--- src/rtl/rggen_bit_field_ext_if.sv ---
// Register-access bus between a register block and one bit field.
// The register block drives the access strobes; the field returns its value.
interface rggen_bit_field_ext_if #(
  parameter int WIDTH = 1
);
  logic             write_access;
  logic             read_access;
  logic [WIDTH-1:0] write_data;
  logic [WIDTH-1:0] write_mask;
  logic [WIDTH-1:0] read_data;
  logic [WIDTH-1:0] value;

  modport master (
    output write_access, read_access, write_data, write_mask,
    input  read_data, value
  );

  modport slave (
    input  write_access, read_access, write_data, write_mask,
    output read_data, value
  );
endinterface

--- src/rtl/rggen_bit_field_ext.sv ---
// Single register bit field with selectable software access mode (RW/W1C/W1S/RC/RWO)
// and hardware load, set and clear ports layered on top of the software effect.
module rggen_bit_field_ext #(
  parameter int               WIDTH         = 1,
  parameter logic [WIDTH-1:0] INITIAL_VALUE = '0,
  parameter int               MODE          = 0
) (
  input  logic                        clk,
  input  logic                        rst,
  rggen_bit_field_ext_if.slave        bit_field_if,
  input  logic                        i_hw_write_enable,
  input  logic [WIDTH-1:0]            i_hw_write_data,
  input  logic [WIDTH-1:0]            i_hw_set,
  input  logic [WIDTH-1:0]            i_hw_clear,
  output logic [WIDTH-1:0]            o_value,
  output logic                        o_write_trigger,
  output logic                        o_read_trigger,
  output logic                        o_locked
);

  localparam int ModeRw  = 0;
  localparam int ModeW1c = 1;
  localparam int ModeW1s = 2;
  localparam int ModeRc  = 3;
  localparam int ModeRwo = 4;

  if (MODE < ModeRw || MODE > ModeRwo) begin : g_bad_mode
    $fatal(1, "rggen_bit_field_ext: unsupported MODE %0d", MODE);
  end
  if (WIDTH < 1 || WIDTH > 64) begin : g_bad_width
    $fatal(1, "rggen_bit_field_ext: unsupported WIDTH %0d", WIDTH);
  end

  logic             write_access;
  logic             read_access;
  logic [WIDTH-1:0] write_data;
  logic [WIDTH-1:0] write_mask;

  assign write_access = bit_field_if.write_access;
  assign read_access  = bit_field_if.read_access;
  assign write_data   = bit_field_if.write_data;
  assign write_mask   = bit_field_if.write_mask;

  logic [WIDTH-1:0] value_q, value_d, sw_value;
  logic             locked_q, locked_d;
  logic             write_hit;
  logic             sw_write_ok;
  logic             write_trigger_q;
  logic             read_trigger_q;

  always_comb begin
    write_hit   = write_access && (|write_mask);
    sw_value    = value_q;
    sw_write_ok = 1'b0;
    locked_d    = locked_q;
    case (MODE)
      ModeRw: begin
        if (write_access) sw_value = (value_q & ~write_mask) | (write_data & write_mask);
        sw_write_ok = write_hit;
      end
      ModeW1c: begin
        if (write_access) sw_value = value_q & ~(write_mask & write_data);
        sw_write_ok = write_hit;
      end
      ModeW1s: begin
        if (write_access) sw_value = value_q | (write_mask & write_data);
        sw_write_ok = write_hit;
      end
      ModeRc: begin
        // Writes are ignored; a read clears the whole field.
        if (read_access) sw_value = '0;
      end
      ModeRwo: begin
        if (write_hit && !locked_q) begin
          sw_value    = (value_q & ~write_mask) | (write_data & write_mask);
          sw_write_ok = 1'b1;
          locked_d    = 1'b1;
        end
      end
      default: ;
    endcase

    // Hardware overrides software; set is applied last so it wins over clear.
    value_d = sw_value;
    if (i_hw_write_enable) value_d = i_hw_write_data;
    value_d = (value_d & ~i_hw_clear) | i_hw_set;
  end

  always_ff @(posedge clk) begin
    if (rst) begin
      value_q         <= INITIAL_VALUE;
      locked_q        <= 1'b0;
      write_trigger_q <= 1'b0;
      read_trigger_q  <= 1'b0;
    end else begin
      value_q         <= value_d;
      locked_q        <= locked_d;
      write_trigger_q <= sw_write_ok;
      read_trigger_q  <= read_access;
    end
  end

  assign o_value                = value_q;
  assign bit_field_if.value     = value_q;
  assign bit_field_if.read_data = value_q;
  assign o_write_trigger        = write_trigger_q;
  assign o_read_trigger         = read_trigger_q;
  assign o_locked               = (MODE == ModeRwo) ? locked_q : 1'b0;

endmodule

--- src/flat_wrapper.sv ---
// flat-port wrapper written by rule: the top's interface ports become plain ports
module rggen_bit_field_ext_flat 
#(
  parameter int               WIDTH         = 1,
  parameter logic [WIDTH-1:0] INITIAL_VALUE = '0,
  parameter int               MODE          = 0
)
  (clk, rst, i_hw_write_enable, i_hw_write_data, i_hw_set, i_hw_clear, o_value, o_write_trigger, o_read_trigger, o_locked, bit_field_if_write_access, bit_field_if_read_access, bit_field_if_write_data, bit_field_if_write_mask, bit_field_if_read_data, bit_field_if_value);
  rggen_bit_field_ext_if #(.WIDTH(WIDTH)) bit_field_if_i ();
  input  logic clk;
  input  logic rst;
  input  logic i_hw_write_enable;
  input  logic [WIDTH-1:0] i_hw_write_data;
  input  logic [WIDTH-1:0] i_hw_set;
  input  logic [WIDTH-1:0] i_hw_clear;
  output logic [WIDTH-1:0] o_value;
  output logic o_write_trigger;
  output logic o_read_trigger;
  output logic o_locked;
  input wire logic [$bits(bit_field_if_i.write_access)-1:0] bit_field_if_write_access;
  input wire logic [$bits(bit_field_if_i.read_access)-1:0] bit_field_if_read_access;
  input wire logic [$bits(bit_field_if_i.write_data)-1:0] bit_field_if_write_data;
  input wire logic [$bits(bit_field_if_i.write_mask)-1:0] bit_field_if_write_mask;
  output wire logic [$bits(bit_field_if_i.read_data)-1:0] bit_field_if_read_data;
  output wire logic [$bits(bit_field_if_i.value)-1:0] bit_field_if_value;
  assign bit_field_if_i.write_access = bit_field_if_write_access;
  assign bit_field_if_i.read_access = bit_field_if_read_access;
  assign bit_field_if_i.write_data = bit_field_if_write_data;
  assign bit_field_if_i.write_mask = bit_field_if_write_mask;
  assign bit_field_if_read_data = bit_field_if_i.read_data;
  assign bit_field_if_value = bit_field_if_i.value;
  rggen_bit_field_ext #(.WIDTH(WIDTH), .INITIAL_VALUE(INITIAL_VALUE), .MODE(MODE)) u_core (.clk(clk), .rst(rst), .bit_field_if(bit_field_if_i), .i_hw_write_enable(i_hw_write_enable), .i_hw_write_data(i_hw_write_data), .i_hw_set(i_hw_set), .i_hw_clear(i_hw_clear), .o_value(o_value), .o_write_trigger(o_write_trigger), .o_read_trigger(o_read_trigger), .o_locked(o_locked));
endmodule
--- config.mk ---
export PLATFORM = sky130hd
export DESIGN_NAME = rggen_bit_field_ext_flat
export DESIGN_NICKNAME = d
export VERILOG_FILES = /design/src/rtl/rggen_bit_field_ext_if.sv /design/src/rtl/rggen_bit_field_ext.sv /design/src/flat_wrapper.sv
export SDC_FILE = /design/constraint.sdc
export NUM_CORES = 1
export LEC_CHECK = 0
export BUFFER_PORTS_ARGS = -buffer_cell sky130_fd_sc_hd__buf_2
export CELL_PAD_IN_SITES_DETAIL_PLACEMENT = 1
export CELL_PAD_IN_SITES_GLOBAL_PLACEMENT = 2
export CORE_AREA = 5 5 42 44
export CTS_CLUSTER_SIZE = 24
export DETAILED_ROUTE_END_ITERATION = 10
export DIE_AREA = 0 0 47 49
export PLACE_DENSITY = 0.58
export SLEW_MARGIN = 20
export SYNTH_ARGS = -nofsm -noshare
export SYNTH_HDL_FRONTEND = slang
export SYNTH_SLANG_ARGS = --single-unit
--- constraint.sdc ---
create_clock -name clk -period 1 [get_ports clk]
set_clock_uncertainty 0.1 [all_clocks]
set_input_delay 0.2 -clock clk [delete_from_list [all_inputs] [get_ports clk]]
set_output_delay 0.2 -clock clk [all_outputs]
set_load 0.005 [all_outputs]
Yosys cells after proc, flatten, opt, wreduce, memory -nomap -nowiden
Index checks and enable logic that the tools add are counted.
- logic and storage cells: 13
- input port bits: 10
- flip-flop bits (word level): 3
- output and inout bits: 6
- reductions and logical operators: 1
- bitwise gates (word level): 7
- mux-type cells: 2
- operators with widths (kind ; count):
    1-bit AND ; 3
    1-bit 2-to-1 mux ; 2
    1-bit NOT ; 2
    1-bit OR ; 2
    1-bit logical AND ; 1

Longest topological paths before layout
Gate-level depths: netlist of the first run.
- depth after elaboration: 7
- depth in mapped cells: 2
- gate-level depth less buffers: 2

Worst setup path before layout of the first run
Ideal clock, no wire load.
- path type: reg-to-reg
- from: register u_core.value_q, in the netlist u_core.bit_field_if.read_data
- to: register u_core.value_q, in the netlist u_core.bit_field_if.read_data
- stages on the path, launching flop included: 3
- arrival: 0.724 ns
- clock period less this slack: 0.919 ns
- required time: 0.804 ns
- setup time: 0.096 ns
- buffers on the path: 0
- slack: 0.081 ns
- cell sequence: dfxtp_1 -> a211oi_1 -> o41ai_2
- cells in the longest elaborated chain, start to end: 6
- RTL lines (element ; line ; text):
    start, declared ; rggen_bit_field_ext.sv:44 ; logic [WIDTH-1:0] value_q, value_d, sw_value;
    start signal, assigned ; rggen_bit_field_ext.sv:96 ; value_q <= value_d;
    1-bit AND ; rggen_bit_field_ext.sv:58 ; if (write_access) sw_value = (value_q & ~write_mask) | (write_data & write_mask);
    1-bit OR ; rggen_bit_field_ext.sv:58 ;
    1-bit 2-to-1 mux (*) ; rggen_bit_field_ext.sv:58 ;
    1-bit 2-to-1 mux (*) ; rggen_bit_field_ext.sv:85 ; if (i_hw_write_enable) value_d = i_hw_write_data;
    1-bit AND (*) ; rggen_bit_field_ext.sv:86 ; value_d = (value_d & ~i_hw_clear) | i_hw_set;
    1-bit OR (*) ; rggen_bit_field_ext.sv:86 ;
Every way passes the cells marked *; elsewhere a longest branch is shown, timed or not.
A chain may end at the register's enable or synchronous reset.

Worst setup path in the final report of the first run
- from: register u_core.value_q, in the netlist u_core.bit_field_if.read_data
- to: output bit_field_if_read_data
- RTL lines (element ; line ; text):
    end, declared ; flat_wrapper.sv:24 ; output wire logic [$bits(bit_field_if_i.read_data)-1:0] bit_field_if_read_data;
No word-level cell between the ends.

==> flow_metrics.py, run 1 <==
metrics = {
    "outcome": {
        "status": "complete, no violations",
    },
    "place": {
        "dpl_worst_slack_ns": -0.0134,
        "place.gp.congestion": 0.635,
        "dp_hpwl_um": 399,
        "numPortBuffers": 14,
    },
    "cells_and_area": {
        "final_nets": 43,
        "drive_gt1_frac": 0.719,
        "final_core_util": 0.204,
        "n_fill_cell": 180,
        "diodes": 0,
        "synthToLayoutAreaGrowth_pct": 76.7,
        "multiInputGateArea_um2": 78.8,
        "layout.area.seq_um2": 63.8,
    },
    "grt": {
        "grt_pass1_wl_um": 876,
        "grt_usage": 0.0569,
        "grt_pass1_vias": 219,
        "antenna_found_initial": 0,
        "grt_overflow_total": 0,
        "grt_max_degree": 5,
    },
    "cts": {
        "clock_latency_ns": 0.23,
        "clockBufferDepth": 2,
        "htree_num_levels": 1,
        "cts_buffers": 3,
        "ctsHoldBuffers": 0,
        "numClockSinks": 3,
        "cts_tree": "done",
        "cts_setup_buffers": 0,
        "cts-root-buf": "clkbuf_4",
        "clkTransAtPathRegs_ns": 0.04,
    },
    "synthesis": {
        "yosysSeqAreaShare": 0.372,
        "yosysTopAreaCell": "dfxtp_1",
        "ys_warn_count": 0,
        "synth_edf_count": 0,
        "avgSynthCellArea_um2": 10.1,
        "synth_nets": 26,
        "synth-seq-cells": 3,
        "ys.flop_type": "dfxtp_1",
        "netlist_top_cells_count": "buf_4, dfxtp_1",
        "postSynthCellCount": 16,
        "synth_cell_types": 12,
        "synthDominantCellAreaShare": 0.372,
        "synth_area_leaders": "dfxtp_1, buf_4, and4bb_4, o41ai_2, nor2b_2",
        "netlist_area_um2": 161,
        "async_flop_share": 0,
    },
    "setup_path": {
        "cp.required_ns": 0.70,
        "start_kind": "flip-flop",
        "crit_chain": "buf_6",
        "crit_slowest_cell": "dfxtp_4",
        "slowest_delay_ns": 0.35,
        "critical_path_class": "flip-flop to output pin",
        "cp_max_fo": 4,
        "critPathTopFamily": "flip-flops",
        "crit_buf_inv": 1,
        "end_kind": "output pin",
        "crit_arrival_ns": 0.69,
    },
    "run": {
        "cap_violations": 0,
    },
    "timing": {
        "finalSetupTns_ns": 0,
        "period_share": 0.994,
        "rsz0062_at_grt": "yes",
        "hold_slack_ns": 0.0761,
        "fmax_ghz": 1.01,
        "period_needed_ns": 0.994,
        "finalSetupViolCount": 0,
        "slew_violations": 0,
        "hold_viol": 0,
        "fin_ws_ns": 0.00594,
    },
    "routing": {
        "drt-wirelength-per-cell_um": 10.3,
        "postRouteAntennaNets": 0,
        "met3_length_um": 75,
        "drc_errors": 0,
        "dr.pass1.iters": 2,
        "via_count": 166,
        "drt_iter0_drc": 1,
        "wl_met1_um": 225,
        "wl_met2_um": 193,
        "viasPerCell": 3.46,
        "routed_wl_um": 494,
        "maxUsedRoutingLayer": "met3",
    },
    "hold_path": {
        "hold_class": "input port to flip-flop",
    },
    "floorplan": {
        "dieWidth_um": 47,
        "die_area_mm2": 0.00230,
        "coreArea_mm2": 0.00140,
        "die_h_um": 49,
        "rows": 14,
        "io_pins": 16,
        "start_util": 0.115,
    },
    "pwr": {
        "p_total_uw": 419,
        "pwr_density_cell_mw_per_mm2": 1470,
        "p_leak_nw": 0.139,
        "vdd_ir_drop_max_mv": 0.460,
    },
}
-- state kept, by name, summed over array words and instances (netlist names) --
register,cells
u_core.bit_field_if.read_data,1
u_core.o_read_trigger,1
u_core.o_write_trigger,1
-- cell usage in the layout (no fill, tap or decap) --
master,count
buf_2,11
clkbuf_4,3
buf_6,3
dfxtp_1,2
nand2_1,1
nor2_1,1
a211oi_1,1
and4bb_4,1
nor2b_2,1
or2_2,1
nand2b_1,1
o41ai_2,1
nor2b_1,1
conb_1,1
clkbuf_1,1
buf_4,1
dfxtp_4,1
-- per-stage QoR --
stage	cells	cell area (um2)
finish	48	285
global route	48	285
CTS	48	264
detailed placement	44	236
global placement	44	236
floorplan	16	161
-- metal layers --
layer | track usage | vias to the layer above
met5 | 0 | -
met4 | 0.0415 | 0
met3 | 0.0554 | 0
met2 | 0.0611 | 15
met1 | 0.0655 | 69
li1 | - | 82
-- logic make-up (layout without fill, tap and decap cells) --
kind of cell,Yosys count,count (layout),share of synthesized area
simple gates,7,7,0.318
flops,3,3,0.372
buf+inv,3,19,0.140
compound gates,2,2,0.147
other cells,1,1,0.0232
-- where the power goes --
group | internal, mW | total, mW | switching (mW)
clock | 0.150 | 0.213 | 0.0632
combinational | 0.0474 | 0.0716 | 0.0242
sequential | 0.128 | 0.134 | 0.00644
total | 0.325 | 0.419 | 0.0938
-- final cells by class --
| type | instances | area share |
|---|---|---|
| Sequential cell | 3 | 0.224 |
| Multi-Input combinational cell | 10 | 0.276 |
| Timing Repair Buffer | 15 | 0.338 |
| Clock buffer | 4 | 0.0921 |
| Tap cell | 16 | 0.0702 |
-- worst paths after layout --
kind                                            startpoint                                        to  slack, ns  cells after the start
setup reg to reg  u_core.bit_field_if.read_data$_SDFF_PP0_  u_core.bit_field_if.read_data$_SDFF_PP0_       0.06                      2
setup / recovery  u_core.bit_field_if.read_data$_SDFF_PP0_                    bit_field_if_read_data      0.006                      1
hold / removal                                    i_hw_set  u_core.bit_field_if.read_data$_SDFF_PP0_       0.08                      3
hold reg to reg   u_core.bit_field_if.read_data$_SDFF_PP0_  u_core.bit_field_if.read_data$_SDFF_PP0_       0.65                      2
-- what timing repair did --
action                                  4_1_cts  5_1_grt
endpoints found under the setup margin        3        3
pin swaps                                     0        0
gates resized for setup                       1        4
No activity file was read; power rests on OpenSTA's default activity.
==> inputs of run 2 (changes only) <==
--- a/config.mk
+++ b/config.mk
@@ -5,6 +5,7 @@
 export SDC_FILE = /design/constraint.sdc
 export NUM_CORES = 1
 export LEC_CHECK = 0
+export ABC_AREA = 1
 export BUFFER_PORTS_ARGS = -buffer_cell sky130_fd_sc_hd__buf_2
 export CELL_PAD_IN_SITES_DETAIL_PLACEMENT = 1
 export CELL_PAD_IN_SITES_GLOBAL_PLACEMENT = 2
@@ -12,7 +13,7 @@
 export CTS_CLUSTER_SIZE = 24
 export DETAILED_ROUTE_END_ITERATION = 10
 export DIE_AREA = 0 0 47 49
-export PLACE_DENSITY = 0.58
+export PLACE_DENSITY = 0.61
 export SLEW_MARGIN = 20
 export SYNTH_ARGS = -nofsm -noshare
 export SYNTH_HDL_FRONTEND = slang
==> flow_metrics.py, run 2 <==
metrics = {
    "synthesis": {
        "synth_compound_gate_area_share": 0.0603,
        "synthAdderAreaFrac": 0,
        "ys_warn_count": 0,
        "async_flop_share": 0,
        "synth_area_leaders": "dfxtp_1, buf_4, inv_1, nand2_1, nor2_1",
        "yosysSeqAreaShare": 0.414,
        "postSynthCellCount": 20,
        "synth_xor_area_frac": 0,
        "netlist_area_um2": 145,
        "yosysTopAreaCell": "dfxtp_1",
        "synth_top_family_by_area": "simple AND/OR/NAND/NOR gates",
        "synthDominantCellAreaShare": 0.414,
        "synth_edf_count": 0,
        "netlist_top_cells_count": "buf_4, dfxtp_1, inv_1, nand2_1, nor2_1",
        "synth-seq-cells": 3,
        "synth_cell_types": 9,
        "yosys.area_share.simple": 0.267,
        "synthMuxAreaShare": 0,
        "avgSynthCellArea_um2": 7.26,
        "ys.flop_type": "dfxtp_1",
        "synth_nets": 30,
    },
    "floorplan": {
        "coreArea_mm2": 0.00140,
        "start_util": 0.104,
        "die_area_mm2": 0.00230,
        "dieWidth_um": 47,
        "io_pins": 16,
        "rows": 14,
        "die_h_um": 49,
    },
    "timing": {
        "finalSetupTns_ns": 0,
        "hold_viol": 0,
        "period_needed_ns": 0.983,
        "finalSetupViolCount": 0,
        "hold_slack_ns": 0.0555,
        "fmax_ghz": 1.02,
        "slew_violations": 0,
        "period_share": 0.983,
        "rsz0062_at_grt": "yes",
    },
    "setup_path": {
        "critical_path_class": "flip-flop to output pin",
        "start_kind": "flip-flop",
        "critPathTopFamily": "flip-flops",
        "crit_buf_inv": 1,
        "crit_slowest_cell": "dfxtp_2",
        "crit_arrival_ns": 0.68,
        "crit_chain": "buf_2",
        "slowest_delay_ns": 0.34,
        "cp.required_ns": 0.70,
        "cp_max_fo": 4,
        "end_kind": "output pin",
    },
    "cts": {
        "cts-root-buf": "clkbuf_4",
        "clockBufferDepth": 2,
        "clock_latency_ns": 0.23,
        "htree_num_levels": 1,
        "ctsHoldBuffers": 0,
        "numClockSinks": 3,
        "cts_buffers": 3,
        "cts_tree": "done",
        "clkTransAtPathRegs_ns": 0.04,
    },
    "place": {
        "dp_hpwl_um": 356,
        "numPortBuffers": 14,
        "place.gp.congestion": 0.608,
    },
    "cells_and_area": {
        "drive_gt1_frac": 0.583,
        "synthToLayoutAreaGrowth_pct": 70.7,
        "final_cell_mix": "buf_2, nand2_1, nor2_1, inv_1, clkbuf_4",
        "n_fill_cell": 183,
        "final_nets": 47,
        "layout_commonest_cell": "buf_2",
        "diodes": 0,
    },
    "pwr": {
        "vdd_ir_drop_max_mv": 0.627,
        "internal-power_uw": 309,
        "p_leak_nw": 0.143,
        "p_switching_uw": 93.5,
        "pwr_density_cell_mw_per_mm2": 1620,
        "pwr-share-seq": 0.326,
        "p_sw_frac": 0.233,
        "p_clk_frac": 0.536,
        "comb_power_share": 0.138,
    },
    "routing": {
        "routed_wl_um": 423,
        "postRouteAntennaNets": 0,
        "dr.pass1.iters": 2,
        "drt_iter0_drc": 3,
        "drt-wirelength-per-cell_um": 8.13,
        "drc_errors": 0,
        "via_count": 172,
        "viasPerCell": 3.31,
    },
    "grt": {
        "grt_pass1_wl_um": 669,
        "grt_overflow_total": 0,
        "grt_pass1_vias": 179,
        "grt_max_degree": 5,
        "grt_usage": 0.0478,
        "antenna_found_initial": 0,
    },
    "outcome": {
        "status": "complete, no violations",
    },
    "run": {
        "cap_violations": 0,
    },
    "hold_path": {
        "hold_class": "input port to flip-flop",
    },
}
[run 2: power groups by stage]
stage	Clock, mW	Combinational, mW	Sequential, mW
final	0.215	0.0556	0.131
after global routing	0.251	0.0635	0.132
after CTS	0.226	0.0526	0.131
after detailed placement	0	0.0524	0.133
after global placement	0	0.0520	0.133
after floorplan	0	0.0278	0.133
[run 2: per-stage QoR]
step	instance area, um2	util	setup WS (ns)	power (mW)	cells
finish	248	0.177	0.0172	0.402	52
detailed placement	213	0.152	0.166	0.185	47
CTS	240	0.171	0.00210	0.410	51
global route	248	0.177	-0.0400	0.446	52
floorplan	145	-	0.219	0.161	20
global placement	213	0.152	0.176	0.185	47
[run 2: path summary, 6_finish.rpt]
check / from / to / slack, ns / cells after the start
worst max register to register: u_core.bit_field_if.read_data$_SDFF_PP0_ / u_core.bit_field_if.read_data$_SDFF_PP0_ / 0.11 / 5
worst min register to register: u_core.bit_field_if.read_data$_SDFF_PP0_ / u_core.bit_field_if.read_data$_SDFF_PP0_ / 0.62 / 5
worst max-delay path: u_core.bit_field_if.read_data$_SDFF_PP0_ / o_value / 0.02 / 1
worst min-delay path: rst / u_core.bit_field_if.read_data$_SDFF_PP0_ / 0.06 / 2
[run 2: per-layer routing]
layer	vias up	global-route usage	wire length, um
li1	87	-	-
met1	69	0.0481	192
met3	0	0.0775	101
met5	-	0	0
met2	16	0.0498	129
met4	0	0.0138	0
[run 2: logic make-up (layout without fill, tap and decap cells)]
logic type | after synthesis | in the layout
compound gates | 1 | 1
buf+inv | 6 | 22
flops | 3 | 3
other cells | 1 | 1
simple gates | 9 | 9
[run 2: final cells by class]
class / instances / area, um2 / area share
flip-flops and latches: 3 / 61.3 / 0.247
clock buffers: 4 / 26.3 / 0.106
well taps: 16 / 20.0 / 0.0808
inverters: 3 / 11.3 / 0.0455
repair buffers: 15 / 77.6 / 0.313
multi-input cells: 11 / 51.3 / 0.207
[run 2: what timing repair did]
| action | 4_1_cts | 5_1_grt |
|---|---|---|
| setup buffers | 0 | 1 |
| setup endpoints to repair | 3 | 3 |
| pin swaps | 0 | 0 |
| cloned | 0 | 0 |
| resized for setup | 1 | 0 |
==> inputs of run 3 (changes only) <==
==> constraint.sdc (replaced) <==
create_clock -name clk -period 1.1 [get_ports clk]
set_clock_uncertainty 0.1 [all_clocks]
set_input_delay 0.22 -clock clk [delete_from_list [all_inputs] [get_ports clk]]
set_output_delay 0.22 -clock clk [all_outputs]
set_load 0.005 [all_outputs]
==> flow_metrics.py, run 3 (synthesis gave the netlist of run 2 again) <==
metrics = {
    "outcome": {
        "status": "complete, no violations",
    },
    "grt": {
        "antenna_found_initial": 0,
        "grt_usage": 0.0478,
        "use_met2": 0.0498,
        "gr-max-usage-layer": "met3",
        "grt_max_degree": 5,
        "grt_pass1_wl_um": 669,
        "grt_pass1_vias": 179,
        "use_met1": 0.0481,
        "grt_overflow_total": 0,
        "met3_usage": 0.0775,
    },
    "routing": {
        "via_count": 167,
        "dr.pass1.iters": 1,
        "drt-wirelength-per-cell_um": 8.00,
        "postRouteAntennaNets": 0,
        "viasPerCell": 3.27,
        "drc_errors": 0,
        "routed_wl_um": 408,
        "drt_iter0_drc": 0,
    },
    "place": {
        "numPortBuffers": 14,
        "dp.cells": 47,
        "place.gp.congestion": 0.608,
        "dpl_worst_slack_ns": 0.246,
        "dp_hpwl_um": 356,
    },
    "floorplan": {
        "rows": 14,
        "die_area_mm2": 0.00230,
        "start_util": 0.104,
        "io_pins": 16,
        "coreArea_mm2": 0.00140,
        "dieWidth_um": 47,
        "die_h_um": 49,
    },
    "timing": {
        "period_needed_ns": 1.00,
        "slew_violations": 0,
        "hold_slack_ns": 0.0741,
        "hold_viol": 0,
        "period_share": 0.909,
        "finalSetupTns_ns": 0,
        "rsz0062_at_grt": "no",
        "finalSetupViolCount": 0,
        "fin_ws_ns": 0.0998,
        "fmax_ghz": 1.00,
    },
    "setup_path": {
        "start_kind": "flip-flop",
        "critPathTopFamily": "flip-flops",
        "slowest_delay_ns": 0.33,
        "crit_buf_inv": 1,
        "worstSetupPathDepth": 1,
        "cp_max_fo": 4,
        "end_kind": "output pin",
        "cp.required_ns": 0.78,
        "reg2reg_depth": 4,
        "crit_chain": "buf_2",
        "crit_slowest_cell": "dfxtp_2",
        "crit_arrival_ns": 0.68,
        "critical_path_class": "flip-flop to output pin",
    },
    "cts": {
        "clockBufferDepth": 2,
        "cts_tree": "done",
        "cts_buffers": 3,
        "clock_latency_ns": 0.23,
        "numClockSinks": 3,
        "cts_setup_buffers": 0,
        "htree_num_levels": 1,
        "ctsHoldBuffers": 0,
        "cts-root-buf": "clkbuf_4",
        "ctsResizeCount": 0,
        "clkTransAtPathRegs_ns": 0.04,
    },
    "cells_and_area": {
        "synthToLayoutAreaGrowth_pct": 65.5,
        "drive_gt1_frac": 0.571,
        "final_nets": 46,
        "stdcell_count": 51,
        "layout_commonest_cell": "buf_2",
        "diodes": 0,
        "final_cell_mix": "buf_2, nand2_1, nor2_1, inv_1, clkbuf_4",
    },
    "hold_path": {
        "hold_class": "input port to flip-flop",
        "holdPathStages": 2,
    },
    "pwr": {
        "vdd_ir_drop_max_mv": 0.571,
        "pwr_density_cell_mw_per_mm2": 1500,
        "p_sw_frac": 0.230,
        "p_switching_uw": 82.9,
        "p_leak_nw": 0.138,
        "comb_power_share": 0.130,
        "internal-power_uw": 278,
        "p_clk_frac": 0.540,
        "pwr-share-seq": 0.331,
    },
    "run": {
        "cap_violations": 0,
    },
}
==> run 3: metal layers <==
metal	wire (um)	part of all wire
met4	0	0
met3	108	0.26
met2	116	0.28
met1	184	0.45
met5	0	0
==> run 3: final cells by class <==
type                    count  area, um2
multi-input cells          11       51.3
well taps                  16       20.0
inverters                   3       11.3
flip-flops and latches      3       61.3
clock buffers               4       26.3
fillers                   180       1160
repair buffers             14       70.1
==> run 3: path summary, 6_finish.rpt <==
path	to	slack (ns)	start
setup reg to reg	u_core.bit_field_if.read_data$_SDFF_PP0_	0.32	u_core.bit_field_if.read_data$_SDFF_PP0_
setup / recovery	o_value	0.1	u_core.bit_field_if.read_data$_SDFF_PP0_
hold / removal	u_core.bit_field_if.read_data$_SDFF_PP0_	0.07	rst
hold reg to reg	u_core.bit_field_if.read_data$_SDFF_PP0_	0.50	u_core.bit_field_if.read_data$_SDFF_PP0_
==> run 3: power by group through the flow <==
| stage | clock network, mW | logic (mW) | registers, mW |
|---|---|---|---|
| finish | 0.195 | 0.0467 | 0.119 |
| global route | 0.228 | 0.0533 | 0.120 |
| CTS | 0.206 | 0.0477 | 0.119 |
| detailed placement | 0 | 0.0476 | 0.120 |
| global placement | 0 | 0.0472 | 0.121 |
| floorplan | 0 | 0.0253 | 0.121 |
==> run 3: stage by stage <==
step	instance area, um2	utilization	power [mW]
after floorplan	145	-	0.146
final	240	0.171	0.360
after global placement	213	0.152	0.168
after CTS	239	0.171	0.372
after global routing	240	0.171	0.401
after detailed placement	213	0.152	0.168
